### config.mk
export PLATFORM = sky130hd
export DESIGN_NAME = of_operand_stage
export DESIGN_NICKNAME = d
export VERILOG_FILES = /design/src/rtl/rv32_pkg.sv /design/src/rtl/of_operand_sel.sv /design/src/rtl/of_operand_stage.sv
export SDC_FILE = /design/constraint.sdc
export NUM_CORES = 1
export LEC_CHECK = 0
export BUFFER_PORTS_ARGS = -buffer_cell sky130_fd_sc_hd__buf_2
export CAP_MARGIN = 20
export CORE_UTILIZATION = 48
export DETAILED_ROUTE_END_ITERATION = 6
export PLACE_DENSITY = 0.78
export SYNTH_ARGS = -nofsm -noshare
export SYNTH_HDL_FRONTEND = slang
export SYNTH_SLANG_ARGS = --single-unit
export TNS_END_PERCENT = 10
### constraint.sdc
create_clock -name clk -period 2.1 [get_ports clk]
set_clock_uncertainty 0.15 [all_clocks]
set_input_delay 0.525 -clock clk [delete_from_list [all_inputs] [get_ports clk]]
set_output_delay 0.525 -clock clk [all_outputs]
set_load 0.005 [all_outputs]
### src/rtl/rv32_pkg.sv
// Shared RV32 OF/EX types: forwarding packet, OF hold FSM states, OF->EX packet and operand helpers.
// Also used by builds that define OF_FWD_PERF_CNT_EN (counter width default lives here).
package rv32_pkg;

  localparam int RV_XLEN   = 32;
  localparam int RV_REG_AW = 5;
  localparam int RV_CNT_W  = 32;

  typedef struct packed {
    logic [RV_XLEN-1:0] fwd_rs1_data;
    logic               fwd_rs1_enable;
    logic [RV_XLEN-1:0] fwd_rs2_data;
    logic               fwd_rs2_enable;
  } rv32_fwd_packet_t;

  typedef enum logic {
    RUN  = 1'b0,
    HOLD = 1'b1
  } of_hold_state_e;

  typedef struct packed {
    logic                 valid;
    logic [RV_XLEN-1:0]   rs1_val;
    logic [RV_XLEN-1:0]   rs2_val;
    logic [RV_REG_AW-1:0] rd;
    logic                 is_load;
  } rv32_of2ex_packet_t;

  // x0 is hard-wired to zero and is never replaced by forwarded data.
  function automatic logic fwd_selected(input logic [RV_REG_AW-1:0] sel, input logic fwd_en);
    return fwd_en && (sel != '0);
  endfunction

  function automatic logic [RV_XLEN-1:0] resolve_operand(input logic [RV_REG_AW-1:0] sel,
                                                         input logic                 fwd_en,
                                                         input logic [RV_XLEN-1:0]   fwd_data,
                                                         input logic [RV_XLEN-1:0]   rf_data);
    if (sel == '0) return '0;
    if (fwd_en) return fwd_data;
    return rf_data;
  endfunction

endpackage

### src/rtl/of_operand_sel.sv
// One source operand: x0/forward/regfile select plus the skid-buffer copy refreshed by forwarding while held.
// With OF_FWD_PERF_CNT_EN defined it also reports whether the value came from the forwarding network.
module of_operand_sel
  import rv32_pkg::*;
#(
  parameter int XLEN   = RV_XLEN,
  parameter int REG_AW = RV_REG_AW
) (
  input  logic              clk,
  input  logic [REG_AW-1:0] rs_sel_i,
  input  logic [XLEN-1:0]   rf_data_i,
  input  logic [XLEN-1:0]   fwd_data_i,
  input  logic              fwd_en_i,
  input  logic              capture_i,
  input  logic              hold_i,
  output logic [XLEN-1:0]   res_val_o,
  output logic [XLEN-1:0]   buf_val_o
`ifdef OF_FWD_PERF_CNT_EN
  ,
  output logic              res_fwd_o,
  output logic              buf_fwd_o
`endif
);

  logic [REG_AW-1:0] sel_q;
  logic [XLEN-1:0]   val_q;
  logic              ovr;

  assign res_val_o = resolve_operand(rs_sel_i, fwd_en_i, fwd_data_i, rf_data_i);

  // While held, a producer finishing late still updates the parked operand; the same-cycle
  // value is bypassed so the release cycle already sees it.
  assign ovr       = hold_i && fwd_selected(sel_q, fwd_en_i);
  assign buf_val_o = ovr ? fwd_data_i : val_q;

  always_ff @(posedge clk) begin
    if (capture_i) begin
      sel_q <= rs_sel_i;
      val_q <= res_val_o;
    end else if (ovr) begin
      val_q <= fwd_data_i;
    end
  end

`ifdef OF_FWD_PERF_CNT_EN
  logic fwd_q;

  assign res_fwd_o = fwd_selected(rs_sel_i, fwd_en_i);
  assign buf_fwd_o = ovr || fwd_q;

  always_ff @(posedge clk) begin
    if (capture_i) begin
      fwd_q <= res_fwd_o;
    end else if (ovr) begin
      fwd_q <= 1'b1;
    end
  end
`endif

endmodule

### src/rtl/of_operand_stage.sv
// OF->EX pipeline register: operand resolve, load-use interlock, skid buffer for stall_ofex.
// Optional perf counters (cnt_fwd_rs1/2, cnt_loaduse) when OF_FWD_PERF_CNT_EN is defined.
module of_operand_stage
  import rv32_pkg::*;
#(
  parameter int XLEN   = RV_XLEN,
  parameter int REG_AW = RV_REG_AW
`ifdef OF_FWD_PERF_CNT_EN
  ,
  parameter int CNT_W  = RV_CNT_W
`endif
) (
  input  logic              clk,
  input  logic              reset,
  input  logic              in_valid,
  input  logic [REG_AW-1:0] in_rs1_sel,
  input  logic [REG_AW-1:0] in_rs2_sel,
  input  logic              in_uses_rs1,
  input  logic              in_uses_rs2,
  input  logic [REG_AW-1:0] in_rd,
  input  logic              in_is_load,
  input  logic [XLEN-1:0]   rf_rs1_data,
  input  logic [XLEN-1:0]   rf_rs2_data,
  input  rv32_fwd_packet_t  fwd_packet,
  input  logic              stall_ofex,
  input  logic              flush,
  output logic              stall_req,
  output logic              ex_valid,
  output logic [XLEN-1:0]   ex_rs1_val,
  output logic [XLEN-1:0]   ex_rs2_val,
  output logic [REG_AW-1:0] ex_rd,
  output logic              ex_is_load
`ifdef OF_FWD_PERF_CNT_EN
  ,
  output logic [CNT_W-1:0]  cnt_fwd_rs1,
  output logic [CNT_W-1:0]  cnt_fwd_rs2,
  output logic [CNT_W-1:0]  cnt_loaduse
`endif
);

  of_hold_state_e     state_q, state_d;
  rv32_of2ex_packet_t ex_q, ex_d;
  logic               buf_valid_q, buf_valid_d;
  logic [REG_AW-1:0]  buf_rd_q;
  logic               buf_is_load_q;

  logic               capture, load_in, load_buf, bubble, hold_mode;
  logic               hit_rs1, hit_rs2;
  logic [XLEN-1:0]    res_rs1, res_rs2, buf_rs1, buf_rs2;
`ifdef OF_FWD_PERF_CNT_EN
  logic               res_fwd1, res_fwd2, buf_fwd1, buf_fwd2;
`endif

  assign hold_mode = (state_q == HOLD);

  of_operand_sel #(.XLEN(XLEN), .REG_AW(REG_AW)) u_sel_rs1 (
    .clk        (clk),
    .rs_sel_i   (in_rs1_sel),
    .rf_data_i  (rf_rs1_data),
    .fwd_data_i (fwd_packet.fwd_rs1_data),
    .fwd_en_i   (fwd_packet.fwd_rs1_enable),
    .capture_i  (capture),
    .hold_i     (hold_mode),
    .res_val_o  (res_rs1),
    .buf_val_o  (buf_rs1)
`ifdef OF_FWD_PERF_CNT_EN
    ,
    .res_fwd_o  (res_fwd1),
    .buf_fwd_o  (buf_fwd1)
`endif
  );

  of_operand_sel #(.XLEN(XLEN), .REG_AW(REG_AW)) u_sel_rs2 (
    .clk        (clk),
    .rs_sel_i   (in_rs2_sel),
    .rf_data_i  (rf_rs2_data),
    .fwd_data_i (fwd_packet.fwd_rs2_data),
    .fwd_en_i   (fwd_packet.fwd_rs2_enable),
    .capture_i  (capture),
    .hold_i     (hold_mode),
    .res_val_o  (res_rs2),
    .buf_val_o  (buf_rs2)
`ifdef OF_FWD_PERF_CNT_EN
    ,
    .res_fwd_o  (res_fwd2),
    .buf_fwd_o  (buf_fwd2)
`endif
  );

  // A load in EX cannot forward its data yet; a dependent reader in OF must wait one cycle.
  assign hit_rs1   = in_uses_rs1 && (in_rs1_sel == ex_q.rd);
  assign hit_rs2   = in_uses_rs2 && (in_rs2_sel == ex_q.rd);
  assign stall_req = !reset && in_valid && ex_q.valid && ex_q.is_load &&
                     (ex_q.rd != '0) && (hit_rs1 || hit_rs2);

  always_comb begin
    state_d     = state_q;
    buf_valid_d = buf_valid_q;
    capture     = 1'b0;
    load_in     = 1'b0;
    load_buf    = 1'b0;
    bubble      = 1'b0;
    if (flush) begin
      state_d     = RUN;
      buf_valid_d = 1'b0;
    end else if (stall_ofex) begin
      if (state_q == RUN) begin
        capture     = 1'b1;
        buf_valid_d = in_valid;
        state_d     = HOLD;
      end
    end else if (stall_req) begin
      // Parked copy is dropped: upstream still presents the same instruction and it re-resolves.
      bubble      = 1'b1;
      buf_valid_d = 1'b0;
      state_d     = RUN;
    end else if (state_q == HOLD) begin
      load_buf    = 1'b1;
      buf_valid_d = 1'b0;
      state_d     = RUN;
    end else begin
      load_in = 1'b1;
    end
  end

  always_comb begin
    ex_d = ex_q;
    if (flush || bubble) begin
      ex_d.valid = 1'b0;
    end else if (load_buf) begin
      ex_d.valid   = buf_valid_q;
      ex_d.rs1_val = buf_rs1;
      ex_d.rs2_val = buf_rs2;
      ex_d.rd      = buf_rd_q;
      ex_d.is_load = buf_is_load_q;
    end else if (load_in) begin
      ex_d.valid   = in_valid;
      ex_d.rs1_val = res_rs1;
      ex_d.rs2_val = res_rs2;
      ex_d.rd      = in_rd;
      ex_d.is_load = in_is_load;
    end
  end

  // ---- OF -> EX register boundary ----
  always_ff @(posedge clk) begin
    if (reset) begin
      state_q     <= RUN;
      ex_q        <= '0;
      buf_valid_q <= 1'b0;
    end else begin
      state_q     <= state_d;
      ex_q        <= ex_d;
      buf_valid_q <= buf_valid_d;
    end
  end

  always_ff @(posedge clk) begin
    if (capture) begin
      buf_rd_q      <= in_rd;
      buf_is_load_q <= in_is_load;
    end
  end

  assign ex_valid   = ex_q.valid;
  assign ex_rs1_val = ex_q.rs1_val;
  assign ex_rs2_val = ex_q.rs2_val;
  assign ex_rd      = ex_q.rd;
  assign ex_is_load = ex_q.is_load;

`ifdef OF_FWD_PERF_CNT_EN
  logic [CNT_W-1:0] cnt_fwd_rs1_q, cnt_fwd_rs2_q, cnt_loaduse_q;
  logic             enter_fwd1, enter_fwd2;

  assign enter_fwd1 = (load_in && in_valid && res_fwd1) || (load_buf && buf_valid_q && buf_fwd1);
  assign enter_fwd2 = (load_in && in_valid && res_fwd2) || (load_buf && buf_valid_q && buf_fwd2);

  always_ff @(posedge clk) begin
    if (reset) begin
      cnt_fwd_rs1_q <= '0;
      cnt_fwd_rs2_q <= '0;
      cnt_loaduse_q <= '0;
    end else begin
      if (enter_fwd1) cnt_fwd_rs1_q <= cnt_fwd_rs1_q + CNT_W'(1);
      if (enter_fwd2) cnt_fwd_rs2_q <= cnt_fwd_rs2_q + CNT_W'(1);
      if (bubble)     cnt_loaduse_q <= cnt_loaduse_q + CNT_W'(1);
    end
  end

  assign cnt_fwd_rs1 = cnt_fwd_rs1_q;
  assign cnt_fwd_rs2 = cnt_fwd_rs2_q;
  assign cnt_loaduse = cnt_loaduse_q;
`endif

endmodule
==> impl_metrics.tcl <==
set metrics [dict create \
    synth_warnings 0 \
    cp_cell_sequence "xnor2_2, nand4_1, o22ai_2, nand2_2, inv_2, buf_6" \
    setup_slack_ps -208 \
    start_kind "register" \
    numCtsBuffers 17 \
    fin_area_um2 11000 \
    grt_use_total_pct 29.3 \
    rsz0062_at_grt "true" \
    grt_util_met1_pct 37.2 \
    power.density_nw_per_um2 723 \
    synth-compound-area-share_pct 27.3 \
    avgSynthCellArea_um2 9.25 \
    vdd_ir_drop_max_uv 579 \
    worst_pin_slew_ps 506 \
    drive_gt1_share_pct 39.5 \
    clk_pin_slew_ps 60 \
    syn-cell-area_um2 8200 \
    min_path_type "in -> reg" \
    end_kind "output port" \
    worst-path-max-fanout 4 \
    synthDistinctLibCells 35 \
    vias_per_cell 6.01 \
    grt_util_met2_pct 48.4 \
    relSlewSlack_pct 65.4 \
    wl_per_cell_um 19.4 \
    area_growth_syn_to_layout_pct 33.6 \
    grt_pass1_vias 7893 \
    drv_cap 0 \
    overflow 0 \
    dr.pass1.iters 6 \
    synth-seq-cells 153 \
    drc 0 \
    place_ws_ps -240 \
    crit_path_top_delay_cell "dfxtp_4" \
    ant_nets 0 \
    fp.dieArea_um2 17600 \
    synthMuxAreaShare_pct 15.9 \
    fin_crit_sh_pct 110 \
    clock_sinks 153 \
    worst-endpoint-arrival_ps 1630 \
    postSynthCellCount 886 \
    synth-simple-area-share_pct 7.74 \
    rows 47 \
    cts_buffer_depth 2 \
    final_net_count 1267 \
    core_um2 16600 \
    placed_area_um2 9760 \
    yosysSeqAreaShare_pct 39.3 \
    holdWs_ps 143 \
    cts_tree "done" \
    cts_root_buf "clkbuf_16" \
    clk_latency_ps 430 \
    htreeDepth 4 \
    synth_top_family_by_area "compound AO/OA/AOI/OAI gates" \
    numPortBuffers 224 \
    path_class "reg -> out" \
    antenna_found_initial 4 \
    grt_max_degree 46 \
    p_leak_nw 4.44 \
    report.final.hold_viol_count 0 \
    synthAdderAreaFrac_pct 0 \
    hpwl_um 15800 \
    max_stage_delay_ps 370 \
    start_util_pct 49.2 \
    min_period_ps 2310 \
    wirelength_um 26300 \
    synth_fp_nets 1039 \
    drv_slew 0 \
    die_h_um 133 \
    fmax_ghz 0.433 \
    synthXorXnorAreaFrac_pct 1.07 \
    pin_count 225 \
    place_congestion 0.846 \
    busiest_layer "met2" \
    violations "negative setup slack" \
    grt_pass1_wl_um 40900 \
    status "finished with violations" \
    finalSetupViolCount 80 \
    drt_iter0_drc 722 \
    num_vias 8119 \
    die_w_um 133 \
    required_ps 1420 \
    grt_util_met3_pct 4.83 \
]
-- cells in the final DEF (no fill, tap or decap), drive strengths merged, types with 16 or more instances in the layout --
master and n:
a211oi 64, a221oi 69, buf 291, clkbuf 21, dfxtp 137, edfxtp 16
inv 73, mux2i 129, nand2 69, nor2 67, o21ai 69, o22ai 65
-- per-layer routing --
layer / wire length [um] / vias up
li1: - / 3731
met1: 10900 / 3874
met2: 12500 / 439
met3: 2020 / 75
met4: 837 / 0
met5: 0 / -
-- report_power, final --
part	switching, mW	internal (mW)
Combinational	0.789	0.713
Clock	1.26	1.68
Sequential	0.193	3.29
Total	2.24	5.68
-- critical path: cells and delay by family, from the launching register on --
kind | cells | cell delay [ps]
AOI/OAI and AO/OA | 1 | 260
and+or+nand+nor | 2 | 260
xor gates and xnor gates | 1 | 150
buffers and inverters | 2 | 160
DFF | 1 | 370
-- state kept, by name, indices dropped and copies added (netlist names) --
register,count
ex_rs2_val,32
ex_is_load,1
u_sel_rs2.val_q,32
buf_rd_q,5
ex_rs1_val,32
u_sel_rs1.val_q,32
buf_valid_q,1
u_sel_rs1.sel_q,5
hold_mode,1
ex_rd,5
u_sel_rs2.sel_q,5
ex_valid,1
buf_is_load_q,1
-- final cells by class --
class | count | area, um2
sequential | 153 | 3240
timing repair buffer | 293 | 2050
antenna | 4 | 10.0
clock inverter | 13 | 103
inverter | 73 | 274
multi-input combinational | 576 | 4540
fill | 1273 | 5690
clock buffer | 19 | 454
tap | 220 | 275
-- through the flow --
stage | total power [mW] | util [%] | setup TNS, ps | instances
CTS | 7.86 | 64.8 | -3440 | 1341
global route | 8.23 | 65.8 | -9950 | 1351
global placement | 4.81 | 58.6 | -13100 | 1296
detailed placement | 4.86 | 58.6 | -15100 | 1296
finish | 7.92 | 65.8 | -3580 | 1351
floorplan | 4.29 | - | -963 | 886
-- synthesized netlist by cell type --
library cell / count / area [um2]
a2111oi_0: 5 / 43.8
a211oi_1: 8 / 60.1
a211oi_2: 56 / 701
a21oi_1: 3 / 15.0
a221oi_1: 69 / 604
a311oi_1: 1 / 8.76
and2_1: 1 / 6.26
and2_4: 2 / 17.5
buf_2: 9 / 45.0
buf_4: 1 / 7.51
buf_6: 14 / 158
clkbuf_1: 61 / 229
dfxtp_1: 137 / 2740
edfxtp_1: 16 / 480
inv_1: 73 / 274
mux2_2: 1 / 11.3
mux2i_1: 129 / 1290
nand2_1: 69 / 259
nand4_1: 2 / 12.5
nand4b_1: 1 / 8.76
nor2_1: 67 / 251
nor2b_1: 5 / 31.3
nor3_1: 1 / 5.00
nor4_1: 1 / 6.26
o2111ai_1: 1 / 8.76
o21a_1: 2 / 15.0
o21ai_0: 57 / 285
o21ai_1: 10 / 50.1
o21ai_2: 2 / 17.5
o21ba_2: 1 / 10.0
o22a_1: 1 / 8.76
o22ai_1: 65 / 407
or2_2: 1 / 6.26
or4_1: 4 / 30.0
xnor2_1: 10 / 87.6
-- cells by family after synthesis --
kind of cell / after synthesis
multiplexers: 130
flip-flops: 153
AND/OR/NAND/NOR: 154
buffers and inverters: 158
AO/OA/AOI/OAI: 281
XOR/XNOR: 10
-- worst paths after layout --
check	start	to	slack [ps]	depth (start not counted)
max	ex_rd[3]	stall_req	-210	6
min	in_rd[2]	buf_rd_q[2]	140	1
max reg2reg	u_sel_rs1.sel_q[2]	ex_rs1_val[2]	-80	6
min reg2reg	ex_rs2_val[23]	ex_rs2_val[23]	320	2
-- timing repair --
action / in CTS / in global routing
hold buffers: 0 / 0
gates resized for setup: 60 / 27
gates cloned: 7 / 3
buffers inserted: 6 / 3
pin swaps: 41 / 30
setup endpoints to repair: 61 / 107
Note: power is estimated with default switching activity, not from simulation.
